$ cat src/rtl/clk_div_gen.sv
// Programmable 50%-duty clock/tick generator with glitch-free divisor reload
// and clean start/stop at period boundaries.
module clk_div_gen #(
  parameter int DIV_W        = 16,
  parameter int DEFAULT_HALF = 500,
  parameter bit START_EN     = 1'b1
) (
  input  logic             clk_50M,
  input  logic             rst,
  input  logic             en,
  input  logic [DIV_W-1:0] div_in,
  input  logic             div_load,
  output logic             div_busy,
  output logic             clk_out,
  output logic             rise,
  output logic             fall,
  output logic             qtick,
  output logic [1:0]       phase,
  output logic             running
);

  function automatic logic [DIV_W-1:0] clamp_div(input logic [DIV_W-1:0] v);
    return (v == '0) ? DIV_W'(1) : v;
  endfunction

  localparam logic [DIV_W-1:0] RST_HALF = clamp_div(DIV_W'(DEFAULT_HALF));

  logic [DIV_W-1:0] cnt_q, cnt_d;
  logic [DIV_W-1:0] half_q, half_d;
  logic [DIV_W-1:0] pend_q, pend_d;
  logic             busy_q, busy_d;
  logic             clk_q, clk_d;
  logic             run_q, run_d;
  logic             pmid_q, pmid_d;
  logic             rise_q, rise_d;
  logic             fall_q, fall_d;
  logic             qtick_q, qtick_d;
  logic             boot_q, boot_d;

  logic [DIV_W-1:0] mid;
  logic             last;
  logic             apply;

  assign mid  = half_q >> 1;
  assign last = (cnt_q == half_q - DIV_W'(1));

  always_comb begin
    cnt_d   = cnt_q;
    half_d  = half_q;
    pend_d  = pend_q;
    busy_d  = busy_q;
    clk_d   = clk_q;
    run_d   = run_q;
    pmid_d  = pmid_q;
    rise_d  = 1'b0;
    fall_d  = 1'b0;
    qtick_d = 1'b0;
    boot_d  = 1'b0;
    apply   = 1'b0;

    if (run_q) begin
      // Running out of reset without en: drop out at once instead of finishing a half.
      if (boot_q && !en) begin
        run_d  = 1'b0;
        cnt_d  = '0;
        clk_d  = 1'b0;
        pmid_d = 1'b0;
      end else if (last) begin
        cnt_d  = '0;
        pmid_d = 1'b0;
        if (clk_q) begin
          clk_d   = 1'b0;
          fall_d  = 1'b1;
          qtick_d = 1'b1;
        end else if (!en) begin
          run_d = 1'b0;
        end else begin
          clk_d   = 1'b1;
          rise_d  = 1'b1;
          qtick_d = 1'b1;
          apply   = 1'b1;
        end
      end else begin
        cnt_d = cnt_q + DIV_W'(1);
        if ((mid != '0) && (cnt_q == mid - DIV_W'(1))) begin
          qtick_d = 1'b1;
          pmid_d  = 1'b1;
        end
      end
    end else if (en) begin
      run_d  = 1'b1;
      cnt_d  = '0;
      clk_d  = 1'b0;
      pmid_d = 1'b0;
      apply  = 1'b1;
    end

    if (apply && busy_q) begin
      half_d = pend_q;
      busy_d = 1'b0;
    end
    // A load on the apply cycle becomes the next pending value.
    if (div_load) begin
      pend_d = clamp_div(div_in);
      busy_d = 1'b1;
    end
  end

  always_ff @(posedge clk_50M) begin
    if (rst) begin
      cnt_q   <= '0;
      half_q  <= RST_HALF;
      pend_q  <= '0;
      busy_q  <= 1'b0;
      clk_q   <= 1'b0;
      run_q   <= START_EN;
      pmid_q  <= 1'b0;
      rise_q  <= 1'b0;
      fall_q  <= 1'b0;
      qtick_q <= 1'b0;
      boot_q  <= 1'b1;
    end else begin
      cnt_q   <= cnt_d;
      half_q  <= half_d;
      pend_q  <= pend_d;
      busy_q  <= busy_d;
      clk_q   <= clk_d;
      run_q   <= run_d;
      pmid_q  <= pmid_d;
      rise_q  <= rise_d;
      fall_q  <= fall_d;
      qtick_q <= qtick_d;
      boot_q  <= boot_d;
    end
  end

  assign div_busy = busy_q;
  assign clk_out  = clk_q;
  assign rise     = rise_q;
  assign fall     = fall_q;
  assign qtick    = qtick_q;
  assign phase    = {clk_q, pmid_q};
  assign running  = run_q;

endmodule

$ cat config.mk
export PLATFORM = sky130hd
export DESIGN_NAME = clk_div_gen
export DESIGN_NICKNAME = d
export VERILOG_FILES = /design/src/rtl/clk_div_gen.sv
export SDC_FILE = /design/constraint.sdc
export NUM_CORES = 1
export LEC_CHECK = 0
export ABC_AREA = 1
export CAP_MARGIN = 30
export CELL_PAD_IN_SITES_DETAIL_PLACEMENT = 0
export CELL_PAD_IN_SITES_GLOBAL_PLACEMENT = 1
export CORE_ASPECT_RATIO = 0.75
export CORE_MARGIN = 4
export CORE_UTILIZATION = 42
export DETAILED_ROUTE_END_ITERATION = 8
export PLACE_DENSITY_LB_ADDON = 0.25
export SLEW_MARGIN = 0
export SYNTH_ARGS = -nofsm -noshare
export SYNTH_HDL_FRONTEND = slang
export SYNTH_SLANG_ARGS = --single-unit
export TNS_END_PERCENT = 100
$ cat constraint.sdc
create_clock -name clk_50M -period 2.5 [get_ports clk_50M]
set_input_delay 0.5 -clock clk_50M [delete_from_list [all_inputs] [get_ports clk_50M]]
set_output_delay 0.5 -clock clk_50M [all_outputs]
set_load 0.01 [all_outputs]
== Yosys cells after proc, flatten, opt, wreduce, memory -nomap -nowiden ==
Index checks and enable logic that the tools add are counted.

* Word-level logic and storage cells: 61
* Input bits: 20
* Output and inout port bits: 8
* Flip-flop bits (word level): 56

* Multiplexer cells: 28
* Reduce and logical (&&, ||, !) cells: 13
* Eq/ne operators: 4
* Bitwise gates (word level): 2
* $add $sub $neg: 3

{| class="wikitable"
|+ Operators by type and width
! operator !! count
|-
| $mux W16 || 5
|-
| $eq A16 B16 Y1 || 2
|-
| $mux W1 || 23
|-
| $add A16 B1 Y16 const B || 1
|-
| $logic_not A16 Y1 || 1
|-
| $reduce_bool A16 Y1 || 1
|-
| $sub A15 B1 Y16 const B || 1
|-
| $sub A16 B1 Y16 const B || 1
|-
| $ne A4 B1 Y1 const B || 1
|-
| $reduce_and A2 Y1 || 2
|-
| $reduce_bool A2 Y1 || 2
|-
| $reduce_or A4 Y1 || 1
|-
| $logic_and A1 B1 Y1 || 3
|-
| $ne A3 B1 Y1 const B || 1
|-
| $reduce_or A3 Y1 || 1
|-
| $not A1 Y1 || 2
|-
| $reduce_or A2 Y1 || 1
|-
| $logic_not A1 Y1 || 1
|}

== Longest topological paths before layout ==
Gate-level depths: netlist of run 1.

* Word-level depth: 8
* Gate-level depth with buffers: 20
* Depth with buffers taken out: 19

== Least setup slack after synthesis of run 1 ==
Ideal clock, no wire load.

* Path kind: reg-to-reg
* Start: register half_q[2]
* End: register half_q[0]
* Buffers on the path: 1
* Data arrival time: 2.007 ns
* Clock period less this slack: 2.123 ns
* Stages on the path, launching flop included: 21
* Library setup time: 0.115 ns
* Required time: 2.385 ns
* Setup slack: 0.377 ns
* Cell sequence: dfxtp_1 > inv_1 > ha_1 > inv_2 > nor2_4 > inv_1 > nor2_2 > nand2_1 > nand2_1 > nand2_1 > nand2_1 > nand2_1 > inv_2 > nand2_4 > nor2_8 > nand3_4 > nand2_4 > buf_8 > nand3_1 > nand2_1 > nor2_1

* Cells in the longest elaborated chain, start to end: 6

{| class="wikitable"
|+ RTL lines
! what !! line !! source
|-
| start, declared || 29 || <nowiki>logic [DIV_W-1:0] half_q, half_d;</nowiki>
|-
| start signal, assigned || 124 || <nowiki>half_q <= half_d;</nowiki>
|-
| $sub A16 B1 Y16 || 45 || <nowiki>assign last = (cnt_q == half_q - DIV_W'(1));</nowiki>
|-
| $eq A16 B16 Y1 || 45 ||
|-
| $mux W1 || -- ||
|-
| $mux W1 || 63 || <nowiki>if (boot_q && !en) begin</nowiki>
|-
| $mux W1 || 61 || <nowiki>if (run_q) begin</nowiki>
|-
| $logic_and A1 B1 Y1 || 98 || <nowiki>if (apply && busy_q) begin</nowiki>
|}

Every way passes these cells.
A chain may end at the register's enable or synchronous reset.

== Worst setup path after layout of run 1 ==
* Start: register half_q[1]
* End: register half_q[1]

Same word-level chain as after synthesis.

==> out/metrics.cfg, run 1 <==
[floorplan]
die_area_um2 = 10680
rows = 29
initial_utilization = 0.4415
die_w_um = 118.0
io_pins = 28
coreArea_um2 = 8636
fp.dieH_um = 90.51

[pwr]
p_leak_nw = 1.901
power_mw = 1.942
powerDensity_nw_per_um2 = 439.0
vdd_ir_drop_max_uv = 271.4

[grt]
grt_pass1_vias = 3366
grt_overflow_total = 0
grt_max_degree = 29
grt_usage = 0.1999
grt_antenna_before_repair = 0
grt_pass1_wl_um = 17280

[critical_path]
crit_top_cell = nand2_1
critPathLaunchType = register
cp.required_ps = 2690
cp_max_fo = 13
crit_path_start = half_q[1]$_SDFFE_PP0P_
max_stage_delay_ps = 340
reg2reg_slack_ps = 140
worstPathCellList = inv_2, ha_2, inv_2, nor2_4, buf_12, nand3_4, nand2_1, nand2_1, nand2_1, nand4_1, nor2_4, nand3_4, nand2_4, buf_12, nand3_1, nand2_1, nor2_1
arrival_ps = 2550
critPathKind = reg2reg
endpoint_kind = register
r2r-start = half_q[1]$_SDFFE_PP0P_
cp_slowest_cell = dfxtp_1

[sta]
fin_setup_tns_ps = 0
period_minus_slack_ps = 2357
fmax_mhz = 424.2
finalSetupViolations = 0
finClkSkew_ps = 5.552
finalMaxSlewViolations = 0
rsz0062_at_grt = no
tightest_slew_ps = 421.7
hold_violations = 0
max-slew-margin-rel = 0.7163
timing.final.crit_share = 0.9430

[flow_run]
max_cap_violations = 0

[finish]
drive_above_1_share = 0.1236
fin_util = 0.5123
post-route-cell-area_um2 = 4424
area_delta_synth_final_pct = 16.05
stdcell_count = 715
fin_nets = 630
antenna_cells = 0

[synthesis]
syn_inst = 579
avgSynthCellArea_um2 = 6.584
yosysMostFrequentCell = nand2_1
synthSimpleGateAreaFrac = 0.4237
ys_seq_elements = 56
synth-compound-area-share = 0.08172
synth_area_leader_cell = dfxtp_1
syn_nets = 602
synth_area_leaders = dfxtp_1, nand2_1, nor2_1
ys_seq_area_frac = 0.2941
synth_edf_count = 0
yosys_warnings = 0
synthMuxAreaShare = 0
synth_top_area_share = 0.2941
synth_top_family_by_area = simple AND/OR/NAND/NOR gates
synth-adder-area-share = 0.009846
synth_cell_type_count = 39
async_reset_ff_frac = 0
synth_common_cells = nand2_1, nor2_1, nand3_1
synthFlopType = dfxtp_1
synth_xor_xnor_area_share = 0.08927
syn_area_um2 = 3812

[route]
dr.pass1.iters = 5
drt_wl_total_um = 10210
vias = 3553
remaining_drc_errors = 0
drtAntennaViolNets = 0
vias_per_cell = 4.969
first_iter_violations = 233
post_drt_wl_per_cell_um = 14.28

[clock_network]
cts_tree = yes
cts.htree.levels = 2
hold_buffers = 0
insertion_delay_ps = 300
clock-sinks = 56
clock_path_buffers = 2
cts_made_buffers = 5
clk_pin_slew_ps = 70
cts_root_buffer = clkbuf_16

[placed_design]
port-buffer-count = 27
dp.cells = 707
place.gp.congestion = 0.9401
hpwl_um = 8088
dpl_cell_area_um2 = 4232

[hold_path]
worstHoldStart = pend_q[10]$_SDFFE_PP0P_
hold_class = reg2reg

[run_status]
outcome = completed

==> report_power, final <==
part	internal (mW)	switching, mW	total [mW]
combinational	0.120	0.165	0.285
sequential	0.924	0.0324	0.956
clock	0.370	0.331	0.701
==> cell usage in the layout, fill, tap and decap left out, drive strengths merged, types with 3 or more instances in the layout <==
master and instances:
nand2 148, nor2 104, inv 67, nand3 65, dfxtp 56, xor2 30
clkdlybuf4s50 27, a21oi 19, buf 17, o21ai 16, nand4 11, a211oi 9
xnor2 8, nor4 5, o21a 5, clkbuf 5, ha 3
==> cells by family (layout without fill, tap and decap cells) <==
| kind of cell | Yosys count | count (layout) |
|---|---|---|
| compound gates | 50 | 50 |
| xor+xnor | 38 | 38 |
| flops | 56 | 56 |
| buf+inv | 91 | 119 |
| fa+ha+maj | 3 | 3 |
| simple gates | 341 | 341 |
==> flip-flops by register name (all words and copies together) (netlist names) <==
name,flops
running,1
pend_q,16
cnt_q,16
rise,1
half_q,16
clk_out,1
div_busy,1
fall,1
pmid_q,1
qtick,1
boot_q,1
==> routing by layer <==
metal / track usage / part of all wire / vias to the layer above
li1: - / - / 1887
met1: 0.3031 / 0.53 / 1579
met2: 0.2826 / 0.39 / 75
met3: 0.04133 / 0.066 / 12
met4: 0.05463 / 0.013 / 0
met5: 0 / 0 / -
==> worst max-delay path, delay by kind of cell (launching register included) <==
kind          cells  cell delay [ps]
buf+inv           4              410
fa+ha+maj         1              210
flops             1              340
simple gates     12             1300
==> final cells by class <==
class / instances / area [um^2]
fillers: 857 / 4212
repair buffers: 44 / 435.4
multi-input cells: 432 / 2336
flip-flops and latches: 56 / 1121
inverters: 68 / 255.2
clock inverters: 2 / 16.27
clock buffers: 5 / 125.1
well taps: 108 / 135.1
==> per-stage QoR <==
step                      hold slack, ps  worst slack [ps]
after detailed placement           459.5             119.1
after floorplan                    436.2             377.5
final                              469.9             142.6
after global routing               487.2             7.756
after CTS                          469.8             95.09
after global placement             452.7             177.3
==> path summary, 6_finish.rpt <==
path,cells past startpoint,end
min reg2reg,2,pend_q[10]$_SDFFE_PP0P_
min,2,pend_q[10]$_SDFFE_PP0P_
max reg2reg,17,half_q[1]$_SDFFE_PP0P_
max,17,half_q[1]$_SDFFE_PP0P_
==> timing repair <==
item,CTS,global route
resized for setup,0,9
setup endpoints to repair,0,31
setup buffers,0,1
Power figures use the tool's default switching activity.
==> run 2: changes to the inputs <==
--- a/config.mk
+++ b/config.mk
@@ -6,12 +6,14 @@
 export NUM_CORES = 1
 export LEC_CHECK = 0
 export ABC_AREA = 1
+export ABC_CLOCK_PERIOD_IN_PS = 2500
 export CAP_MARGIN = 30
 export CELL_PAD_IN_SITES_DETAIL_PLACEMENT = 0
 export CELL_PAD_IN_SITES_GLOBAL_PLACEMENT = 1
 export CORE_ASPECT_RATIO = 0.75
 export CORE_MARGIN = 4
 export CORE_UTILIZATION = 42
+export CTS_CLUSTER_DIAMETER = 60
 export DETAILED_ROUTE_END_ITERATION = 8
 export PLACE_DENSITY_LB_ADDON = 0.25
 export SLEW_MARGIN = 0
==> results of run 2 <==
Final layout, timing and power as in run 1 (identical DEF).
==> run 3: changes to the inputs <==
--- a/config.mk
+++ b/config.mk
@@ -16,6 +16,7 @@
 export CTS_CLUSTER_DIAMETER = 60
 export DETAILED_ROUTE_END_ITERATION = 8
 export PLACE_DENSITY_LB_ADDON = 0.25
+export SKIP_LAST_GASP = 1
 export SLEW_MARGIN = 0
 export SYNTH_ARGS = -nofsm -noshare
 export SYNTH_HDL_FRONTEND = slang
==> results of run 3 <==
Final layout, timing and power as in run 1 (identical DEF).
